===== src/rtl/aad_pool_stream_if.sv =====
// Handshake bundle for aad_pool_stream: pixel input stream and tile-result output stream.
// The engine binds the slave modport; the pixel source / result consumer binds master.
interface aad_pool_stream_if #(
  parameter int PIX_W = 8,
  parameter int IMG_W = 8,
  parameter int IMG_H = 8,
  parameter int TILE  = 2
);
  localparam int SUM_W = PIX_W + $clog2(TILE * (TILE - 1));
  localparam int TR_W  = (IMG_H / TILE > 1) ? $clog2(IMG_H / TILE) : 1;
  localparam int TC_W  = (IMG_W / TILE > 1) ? $clog2(IMG_W / TILE) : 1;

  logic             in_valid;
  logic             in_ready;
  logic [PIX_W-1:0] in_pix;
  logic             out_valid;
  logic             out_ready;
  logic [TR_W-1:0]  out_trow;
  logic [TC_W-1:0]  out_tcol;
  logic [SUM_W-1:0] out_hsum;
  logic [SUM_W-1:0] out_vsum;
  logic [SUM_W-1:0] out_havg;
  logic [SUM_W-1:0] out_vavg;
  logic             frame_done;

  modport master (
    output in_valid, in_pix, out_ready,
    input  in_ready, out_valid, out_trow, out_tcol,
    input  out_hsum, out_vsum, out_havg, out_vavg, frame_done
  );

  modport slave (
    input  in_valid, in_pix, out_ready,
    output in_ready, out_valid, out_trow, out_tcol,
    output out_hsum, out_vsum, out_havg, out_vavg, frame_done
  );
endinterface


===== src/rtl/aad_pool_stream.sv =====
// Streaming AAD pooling engine: per-tile sums of absolute horizontal/vertical neighbour
// differences plus sum/DIV, delivered through a show-ahead FIFO. Define AAD_ROUND_EN to round the averages.
module aad_pool_stream #(
  parameter int PIX_W     = 8,
  parameter int IMG_W     = 8,
  parameter int IMG_H     = 8,
  parameter int TILE      = 2,
  parameter int DIV       = 12,
  parameter int OUT_DEPTH = 4
) (
  input  logic            clk,
  input  logic            rst_n,
  aad_pool_stream_if.slave bus
);
  localparam int SUM_W = PIX_W + $clog2(TILE * (TILE - 1));
  localparam int NTC   = IMG_W / TILE;
  localparam int NTR   = IMG_H / TILE;
  localparam int TC_W  = (NTC > 1) ? $clog2(NTC) : 1;
  localparam int TR_W  = (NTR > 1) ? $clog2(NTR) : 1;
  localparam int CW    = (IMG_W > 1) ? $clog2(IMG_W) : 1;
  localparam int SW    = $clog2(TILE);
  localparam int PTR_W = $clog2(OUT_DEPTH);
  localparam int CNT_W = $clog2(OUT_DEPTH + 1);

  localparam logic [SW-1:0]    T_LAST  = SW'(TILE - 1);
  localparam logic [CW-1:0]    C_LAST  = CW'(IMG_W - 1);
  localparam logic [TC_W-1:0]  TC_LAST = TC_W'(NTC - 1);
  localparam logic [TR_W-1:0]  TR_LAST = TR_W'(NTR - 1);
  localparam logic [PTR_W-1:0] P_LAST  = PTR_W'(OUT_DEPTH - 1);

  typedef struct packed {
    logic [TR_W-1:0]  trow;
    logic [TC_W-1:0]  tcol;
    logic [SUM_W-1:0] hsum;
    logic [SUM_W-1:0] vsum;
    logic [SUM_W-1:0] havg;
    logic [SUM_W-1:0] vavg;
  } ent_t;

  function automatic logic [PIX_W-1:0] f_absdiff(input logic [PIX_W-1:0] a,
                                                  input logic [PIX_W-1:0] b);
    return (a >= b) ? (a - b) : (b - a);
  endfunction

  // Single-stage constant division; the rounding bias needs one extra bit of headroom.
  function automatic logic [SUM_W-1:0] f_avg(input logic [SUM_W-1:0] x);
    logic [SUM_W:0] w;
    logic [31:0]    q;
`ifdef AAD_ROUND_EN
    w = {1'b0, x} + (SUM_W + 1)'(DIV / 2);
`else
    w = {1'b0, x};
`endif
    q = 32'(w) / 32'(DIV);
    return (q > 32'((2 ** SUM_W) - 1)) ? '1 : q[SUM_W-1:0];
  endfunction

  logic [CW-1:0]    r_col;
  logic [SW-1:0]    r_cin, r_rin;
  logic [TC_W-1:0]  r_tc;
  logic [TR_W-1:0]  r_tr;
  logic             r_live;
  logic [PIX_W-1:0] r_prev;
  logic [PIX_W-1:0] r_lb [IMG_W];
  logic [SUM_W-1:0] r_acc_h [NTC];
  logic [SUM_W-1:0] r_acc_v [NTC];

  logic             r_vld_p0, r_vld_p1;
  logic [TR_W-1:0]  r_trow_p0, r_trow_p1;
  logic [TC_W-1:0]  r_tcol_p0, r_tcol_p1;
  logic [SUM_W-1:0] r_hsum_p1, r_vsum_p1;

  ent_t             r_mem [OUT_DEPTH];
  ent_t             r_hold;
  logic [PTR_W-1:0] r_wp, r_rp;
  logic [CNT_W-1:0] r_cnt;

  logic             w_xfer, w_first, w_last, w_push, w_pop;
  logic [PIX_W-1:0] w_hd, w_vd;
  logic [CNT_W:0]   w_used;
  ent_t             w_head, w_new;

  assign w_xfer  = bus.in_valid & bus.in_ready;
  assign w_first = (r_rin == '0) && (r_cin == '0);
  assign w_last  = (r_rin == T_LAST) && (r_cin == T_LAST);
  assign w_hd    = (r_cin != '0) ? f_absdiff(bus.in_pix, r_prev) : '0;
  assign w_vd    = (r_rin != '0) ? f_absdiff(bus.in_pix, r_lb[r_col]) : '0;

  // Raster position kept as intra-tile offsets plus tile indices to avoid runtime division.
  always_ff @(posedge clk or negedge rst_n) begin
    if (!rst_n) begin
      r_col  <= '0;
      r_cin  <= '0;
      r_tc   <= '0;
      r_rin  <= '0;
      r_tr   <= '0;
      r_live <= 1'b0;
    end else begin
      r_live <= 1'b1;
      if (w_xfer) begin
        r_col <= (r_col == C_LAST) ? '0 : r_col + CW'(1);
        if (r_cin != T_LAST) begin
          r_cin <= r_cin + SW'(1);
        end else begin
          r_cin <= '0;
          if (r_tc != TC_LAST) begin
            r_tc <= r_tc + TC_W'(1);
          end else begin
            r_tc <= '0;
            if (r_rin != T_LAST) begin
              r_rin <= r_rin + SW'(1);
            end else begin
              r_rin <= '0;
              r_tr  <= (r_tr == TR_LAST) ? '0 : r_tr + TR_W'(1);
            end
          end
        end
      end
    end
  end

  always_ff @(posedge clk) begin
    if (w_xfer) begin
      r_prev       <= bus.in_pix;
      r_lb[r_col]  <= bus.in_pix;
    end
  end

  always_ff @(posedge clk or negedge rst_n) begin
    if (!rst_n) begin
      for (int i = 0; i < NTC; i++) begin
        r_acc_h[i] <= '0;
        r_acc_v[i] <= '0;
      end
    end else if (w_xfer) begin
      if (w_first) begin
        r_acc_h[r_tc] <= '0;
        r_acc_v[r_tc] <= '0;
      end else begin
        r_acc_h[r_tc] <= r_acc_h[r_tc] + SUM_W'(w_hd);
        r_acc_v[r_tc] <= r_acc_v[r_tc] + SUM_W'(w_vd);
      end
    end
  end

  // Stage p0: tile-complete flag and indices; p1: final sums read from the accumulators.
  always_ff @(posedge clk or negedge rst_n) begin
    if (!rst_n) begin
      r_vld_p0 <= 1'b0;
      r_vld_p1 <= 1'b0;
    end else begin
      r_vld_p0 <= w_xfer & w_last;
      r_vld_p1 <= r_vld_p0;
    end
  end

  always_ff @(posedge clk) begin
    if (w_xfer && w_last) begin
      r_trow_p0 <= r_tr;
      r_tcol_p0 <= r_tc;
    end
    if (r_vld_p0) begin
      r_trow_p1 <= r_trow_p0;
      r_tcol_p1 <= r_tcol_p0;
      r_hsum_p1 <= r_acc_h[r_tcol_p0];
      r_vsum_p1 <= r_acc_v[r_tcol_p0];
    end
  end

  // Stage p2: quotients formed on the way into the FIFO.
  assign w_push = r_vld_p1;
  assign w_pop  = (r_cnt != '0) & bus.out_ready;
  assign w_head = (r_cnt != '0) ? r_mem[r_rp] : r_hold;

  always_comb begin
    w_new      = '0;
    w_new.trow = r_trow_p1;
    w_new.tcol = r_tcol_p1;
    w_new.hsum = r_hsum_p1;
    w_new.vsum = r_vsum_p1;
    w_new.havg = f_avg(r_hsum_p1);
    w_new.vavg = f_avg(r_vsum_p1);
  end

  always_ff @(posedge clk) begin
    if (w_push) r_mem[r_wp] <= w_new;
  end

  always_ff @(posedge clk or negedge rst_n) begin
    if (!rst_n) begin
      r_wp   <= '0;
      r_rp   <= '0;
      r_cnt  <= '0;
      r_hold <= '0;
    end else begin
      if (w_push) r_wp <= (r_wp == P_LAST) ? '0 : r_wp + PTR_W'(1);
      if (w_pop) begin
        r_rp   <= (r_rp == P_LAST) ? '0 : r_rp + PTR_W'(1);
        r_hold <= r_mem[r_rp];
      end
      case ({w_push, w_pop})
        2'b10:   r_cnt <= r_cnt + CNT_W'(1);
        2'b01:   r_cnt <= r_cnt - CNT_W'(1);
        default: r_cnt <= r_cnt;
      endcase
    end
  end

  // Tiles still in p0/p1 already own a FIFO slot, so they count against the free space.
  assign w_used = (CNT_W + 1)'(r_cnt) + (CNT_W + 1)'(r_vld_p0) + (CNT_W + 1)'(r_vld_p1);

  assign bus.in_ready   = r_live && (w_used < (CNT_W + 1)'(OUT_DEPTH));
  assign bus.out_valid  = (r_cnt != '0);
  assign bus.out_trow   = w_head.trow;
  assign bus.out_tcol   = w_head.tcol;
  assign bus.out_hsum   = w_head.hsum;
  assign bus.out_vsum   = w_head.vsum;
  assign bus.out_havg   = w_head.havg;
  assign bus.out_vavg   = w_head.vavg;
  assign bus.frame_done = w_pop && (w_head.trow == TR_LAST) && (w_head.tcol == TC_LAST);
endmodule

===== src/flat_wrapper.sv =====
// flat-port wrapper written by rule: the top's interface ports become plain ports
module aad_pool_stream_flat 
#(
  parameter int PIX_W     = 8,
  parameter int IMG_W     = 8,
  parameter int IMG_H     = 8,
  parameter int TILE      = 2,
  parameter int DIV       = 12,
  parameter int OUT_DEPTH = 4
)
  (clk, rst_n, bus_in_valid, bus_in_pix, bus_out_ready, bus_in_ready, bus_out_valid, bus_out_trow, bus_out_tcol, bus_out_hsum, bus_out_vsum, bus_out_havg, bus_out_vavg, bus_frame_done);
  aad_pool_stream_if #(.PIX_W(PIX_W), .IMG_W(IMG_W), .IMG_H(IMG_H), .TILE(TILE)) bus_i ();
  input  logic clk;
  input  logic rst_n;
  input wire logic [$bits(bus_i.in_valid)-1:0] bus_in_valid;
  input wire logic [$bits(bus_i.in_pix)-1:0] bus_in_pix;
  input wire logic [$bits(bus_i.out_ready)-1:0] bus_out_ready;
  output wire logic [$bits(bus_i.in_ready)-1:0] bus_in_ready;
  output wire logic [$bits(bus_i.out_valid)-1:0] bus_out_valid;
  output wire logic [$bits(bus_i.out_trow)-1:0] bus_out_trow;
  output wire logic [$bits(bus_i.out_tcol)-1:0] bus_out_tcol;
  output wire logic [$bits(bus_i.out_hsum)-1:0] bus_out_hsum;
  output wire logic [$bits(bus_i.out_vsum)-1:0] bus_out_vsum;
  output wire logic [$bits(bus_i.out_havg)-1:0] bus_out_havg;
  output wire logic [$bits(bus_i.out_vavg)-1:0] bus_out_vavg;
  output wire logic [$bits(bus_i.frame_done)-1:0] bus_frame_done;
  assign bus_i.in_valid = bus_in_valid;
  assign bus_i.in_pix = bus_in_pix;
  assign bus_i.out_ready = bus_out_ready;
  assign bus_in_ready = bus_i.in_ready;
  assign bus_out_valid = bus_i.out_valid;
  assign bus_out_trow = bus_i.out_trow;
  assign bus_out_tcol = bus_i.out_tcol;
  assign bus_out_hsum = bus_i.out_hsum;
  assign bus_out_vsum = bus_i.out_vsum;
  assign bus_out_havg = bus_i.out_havg;
  assign bus_out_vavg = bus_i.out_vavg;
  assign bus_frame_done = bus_i.frame_done;
  aad_pool_stream #(.PIX_W(PIX_W), .IMG_W(IMG_W), .IMG_H(IMG_H), .TILE(TILE), .DIV(DIV), .OUT_DEPTH(OUT_DEPTH)) u_core (.clk(clk), .rst_n(rst_n), .bus(bus_i));
endmodule

===== config.mk =====
export PLATFORM = sky130hd
export DESIGN_NAME = aad_pool_stream_flat
export DESIGN_NICKNAME = d
export VERILOG_FILES = /design/src/rtl/aad_pool_stream_if.sv /design/src/rtl/aad_pool_stream.sv /design/src/flat_wrapper.sv
export SDC_FILE = /design/constraint.sdc
export NUM_CORES = 1
export LEC_CHECK = 0
export BUFFER_PORTS_ARGS = -buffer_cell sky130_fd_sc_hd__buf_2
export CORE_AREA = 3 3 228 230
export DETAILED_ROUTE_END_ITERATION = 6
export DIE_AREA = 0 0 231 233
export PLACE_DENSITY = 0.5
export SLEW_MARGIN = 20
export SYNTH_ARGS = -nofsm -noshare
export SYNTH_HDL_FRONTEND = slang
export SYNTH_SLANG_ARGS = --single-unit

===== constraint.sdc =====
create_clock -name clk -period 15.6 [get_ports clk]
set_clock_uncertainty 0.2 [all_clocks]
set_input_delay 2.34 -clock clk [delete_from_list [all_inputs] [get_ports clk]]
set_output_delay 2.34 -clock clk [all_outputs]
set_load 0.01 [all_outputs]

==> impl_metrics.csv <==
group,metric,value,unit
worst_setup_path,startpoint_type,"primary input",
worst_setup_path,timing.rr.start,"u_core.r_col[1]$_DFFE_PN0P_",
detailed_routing,wl_per_cell,18.58,um
cells_and_area,nFillCells,4781,
cells_and_area,seq_area,10160,um^2
logic_synthesis,synth_ff_type,"edfxtp_1",
sta,whs,0.2178,ns
worst_setup_path,reg2reg_depth,19,
clock_tree,cts_hold_buf,0,
grt,grt_max_degree,79,
cells_and_area,fin_area,19660,um^2
detailed_routing,drc,0,
logic_synthesis,async_reset_ff_share,34.82,%
place,port_buffers,48,
run,maxCapViolCount,0,
floorplanning,dieWidth,231,um
pwr,p_per_area,180.2,nW/um^2
status,outcome,"completed",
worst_hold_path,hp-class,"reg2reg",
worst_hold_path,holdPathEnd,"u_core.r_trow_p1[1]$_DFFE_PP_",
detailed_routing,first_pass_iters,4,
floorplanning,num_rows,82,
detailed_routing,wl_met1,17440,um
detailed_routing,drtIter0Drc,463,
sta,relSlewSlack,28.70,%
pwr,leakage,7.515,nW
clock_tree,post_cts.repair.setup_buffers,0,
worst_setup_path,worst-path-max-fanout,14,
logic_synthesis,synth-edff-count,234,
worst_hold_path,min_delay_path_depth,0,
sta,tightest_slew,1.066,ns
logic_synthesis,yosysUniqueCellTypes,76,
detailed_routing,met2_length,17590,um
place,dpl.hpwl,24000,um
worst_hold_path,min_from,"u_core.r_trow_p0[1]$_DFFE_PP_",
detailed_routing,vias,10160,
grt,grt_pass1_wl,60280,um
cells_and_area,multiInputGateArea,6808,um^2
worst_setup_path,cp_cell_sequence,"buf_2 -> inv_1 -> ha_1 -> and4_1 -> nor3_2 -> a21o_4 -> nand2_2 -> mux2_1 -> a21oi_1 -> mux2i_1 -> ha_1 -> a21oi_1 -> o21bai_1 -> a2111oi_0 -> nor3_1 -> xnor2_1 -> o21ai_1",
detailed_routing,dr_wl_met3,1587,um
grt,overflow,0,
worst_setup_path,critPathKind,"in2reg",
clock_tree,insertion_delay,0.56,ns
logic_synthesis,yosys_warnings,0,
cells_and_area,antenna_cells,0,
grt,grt_usage,14.22,%
detailed_routing,postRouteAntennaNets,0,
logic_synthesis,netlist_instances,1262,
sta,tns,0,ns
worst_setup_path,slowest_delay,0.51,ns
clock_tree,postCtsResizedCells,0,
logic_synthesis,syn_area_per_cell,13.82,um^2
worst_setup_path,cp_num_buf_inv,2,
floorplanning,start_util,34.84,%
pwr,ir_drop,0.09632,mV
detailed_routing,wl,37340,um
grt,grt_pass1_vias,10360,
worst_setup_path,path_depth,17,
grt,grt_antenna_before_repair,0,
worst_setup_path,timing.rr.end,"u_core.r_acc_v[8]$_DFFE_PN0P_",
sta,max_freq,159.7,MHz
sta,hold_violations,0,
logic_synthesis,yosysSeqAreaShare,58.22,%
floorplanning,dieHeight,233,um
clock_tree,cts_max_path_buffers,3,
cells_and_area,synthToLayoutAreaGrowth,12.69,%
logic_synthesis,synthTopCellsByArea,"edfxtp_1 (40%), dfrtp_1 (18%), mux4_2 (9.3%)",
detailed_routing,viasPerCell,5.057,
worst_setup_path,cp.arrival,6.48,ns
logic_synthesis,synth.ff_latch_count,359,
sta,rsz0062_at_grt,"false",
sta,period_needed,6.261,ns
cells_and_area,final_nets,1387,
clock_tree,clk_pin_slew,0.06,ns
worst_setup_path,cp_slowest_cell,"a2111oi_0",
floorplanning,ioPinCount,55,
floorplanning,dieArea,53820,um^2
sta,maxSlewViolCount,0,
worst_setup_path,critPathTopFamily,"compound AO/OA/AOI/OAI gates",
clock_tree,clock-sinks,359,
detailed_routing,top_layer_used,"met4",
worst_setup_path,worstSetupEndpointType,"flip-flop",
clock_tree,cts_tree,"built",
logic_synthesis,netlist_area,17440,um^2
cells_and_area,drive_gt1_share,21.77,%
clock_tree,cts_inserted_buffers,40,
clock_tree,clk_root_buffer_cell,"clkbuf_16",
place,gp_congestion,0.8102,
logic_synthesis,yosysTopAreaCell,"edfxtp_1",
floorplanning,core_area,50070,um^2
worst_setup_path,cp_data_required_time,15.82,ns
sta,finalCritPeriodShare,40.13,%
sta,setup_viol,0,
logic_synthesis,synth_top_cell_area_share,40.29,%
place,placed_area,18380,um^2
worst_setup_path,reg2reg_slack,9.42,ns
clock_tree,htree_levels,2,
==> synth_stat cells, drive strengths merged, types with 21 or more instances <==
cell	instances
mux2i	28
o21ai	99
a21o	21
inv	54
a21oi	37
mux4	72
ha	62
mux2	78
nor2	40
buf	40
edfxtp	234
dfrtp	125
clkbuf	28
nand2	122
==> registers in the layout (all words and copies together) (netlist names), 2 cells and up <==
| signal | flops |
|---|---|
| u_core.r_lb | 64 |
| u_core.r_tc | 2 |
| u_core.r_acc_v | 36 |
| u_core.r_mem | 136 |
| u_core.r_acc_h | 36 |
| u_core.r_wp | 2 |
| u_core.r_trow_p1 | 2 |
| u_core.r_prev | 8 |
| u_core.r_vsum_p1 | 9 |
| u_core.r_hold | 34 |
| u_core.r_tcol_p0 | 2 |
| u_core.r_hsum_p1 | 9 |
| u_core.r_col | 3 |
| u_core.r_rp | 2 |
| u_core.r_cnt | 3 |
| u_core.r_tcol_p1 | 2 |
| u_core.r_tr | 2 |
| u_core.r_trow_p0 | 2 |
==> power breakdown <==
group	internal, W	switching, W
Sequential	0.00117	0.000111
Clock	0.000528	0.000385
Combinational	0.000606	0.000740
==> per-layer routing <==
metal / track usage, % / vias to the layer above
met1: 19.42 / 5114
met2: 23.33 / 159
met3: 2.669 / 47
met5: 0 / -
met4: 3.912 / 0
li1: - / 4840
==> logic make-up (layout without fill, tap and decap cells) <==
kind of cell    after synthesis  after routing  share of synthesized area, %
simple gates                256            256                         6.923
xor+xnor                     25             25                         1.255
other cells                   2              7                       0.04306
mux                         178            178                         15.94
buf+inv                     122            192                         2.941
flops                       359            359                         58.22
fa+ha+maj                    71             71                         5.366
compound gates              249            249                         9.311
==> how the worst max path moves through the flow <==
stage	from	to
after floorplan	bus_in_pix[0]	u_core.r_acc_h[17]$_DFFE_PN0P_
after global placement	bus_in_pix[0]	u_core.r_acc_h[26]$_DFFE_PN0P_
after detailed placement	bus_in_pix[0]	u_core.r_acc_h[17]$_DFFE_PN0P_
after CTS	bus_in_pix[0]	u_core.r_acc_h[17]$_DFFE_PN0P_
after global routing	u_core.r_col[1]$_DFFE_PN0P_	u_core.r_acc_v[17]$_DFFE_PN0P_
final	bus_in_pix[1]	u_core.r_acc_v[8]$_DFFE_PN0P_
==> through the flow <==
stage,setup slack [ns],power (W),cells,utilization (%)
6_report,9.339,0.003541,2009,39.26
5_1_grt,8.926,0.003787,2009,39.26
4_1_cts,9.414,0.003593,2009,39.26
3_5_place_dp,8.859,0.002658,1936,36.71
3_3_place_gp,8.905,0.002647,1936,36.71
2_1_floorplan,9.430,0.002280,1267,-
==> cells in the final DEF, fill, tap and decap left out, types with 12 or more instances in the layout <==
| cell | instances |
|---|---|
| edfxtp_1 | 234 |
| dfrtp_1 | 124 |
| nand2_1 | 121 |
| mux2_2 | 72 |
| mux4_2 | 72 |
| o21ai_1 | 65 |
| ha_1 | 62 |
| inv_1 | 48 |
| buf_2 | 47 |
| clkbuf_16 | 42 |
| nor2_1 | 40 |
| a21oi_1 | 35 |
| o21ai_0 | 33 |
| mux2i_1 | 28 |
| a21o_1 | 20 |
| xnor2_1 | 18 |
| buf_4 | 17 |
| nor3_1 | 16 |
| nor2b_1 | 13 |
| and2_1 | 12 |
| nand2b_1 | 12 |
==> final cells by class <==
type | instances | share of cell area, %
flip-flops and latches | 359 | 51.67
well taps | 672 | 4.278
repair buffers | 65 | 1.903
inverters | 54 | 1.031
clock buffers | 51 | 5.519
clock inverters | 22 | 0.9612
multi-input cells | 786 | 34.64
No activity file was read; power rests on OpenSTA's default activity.
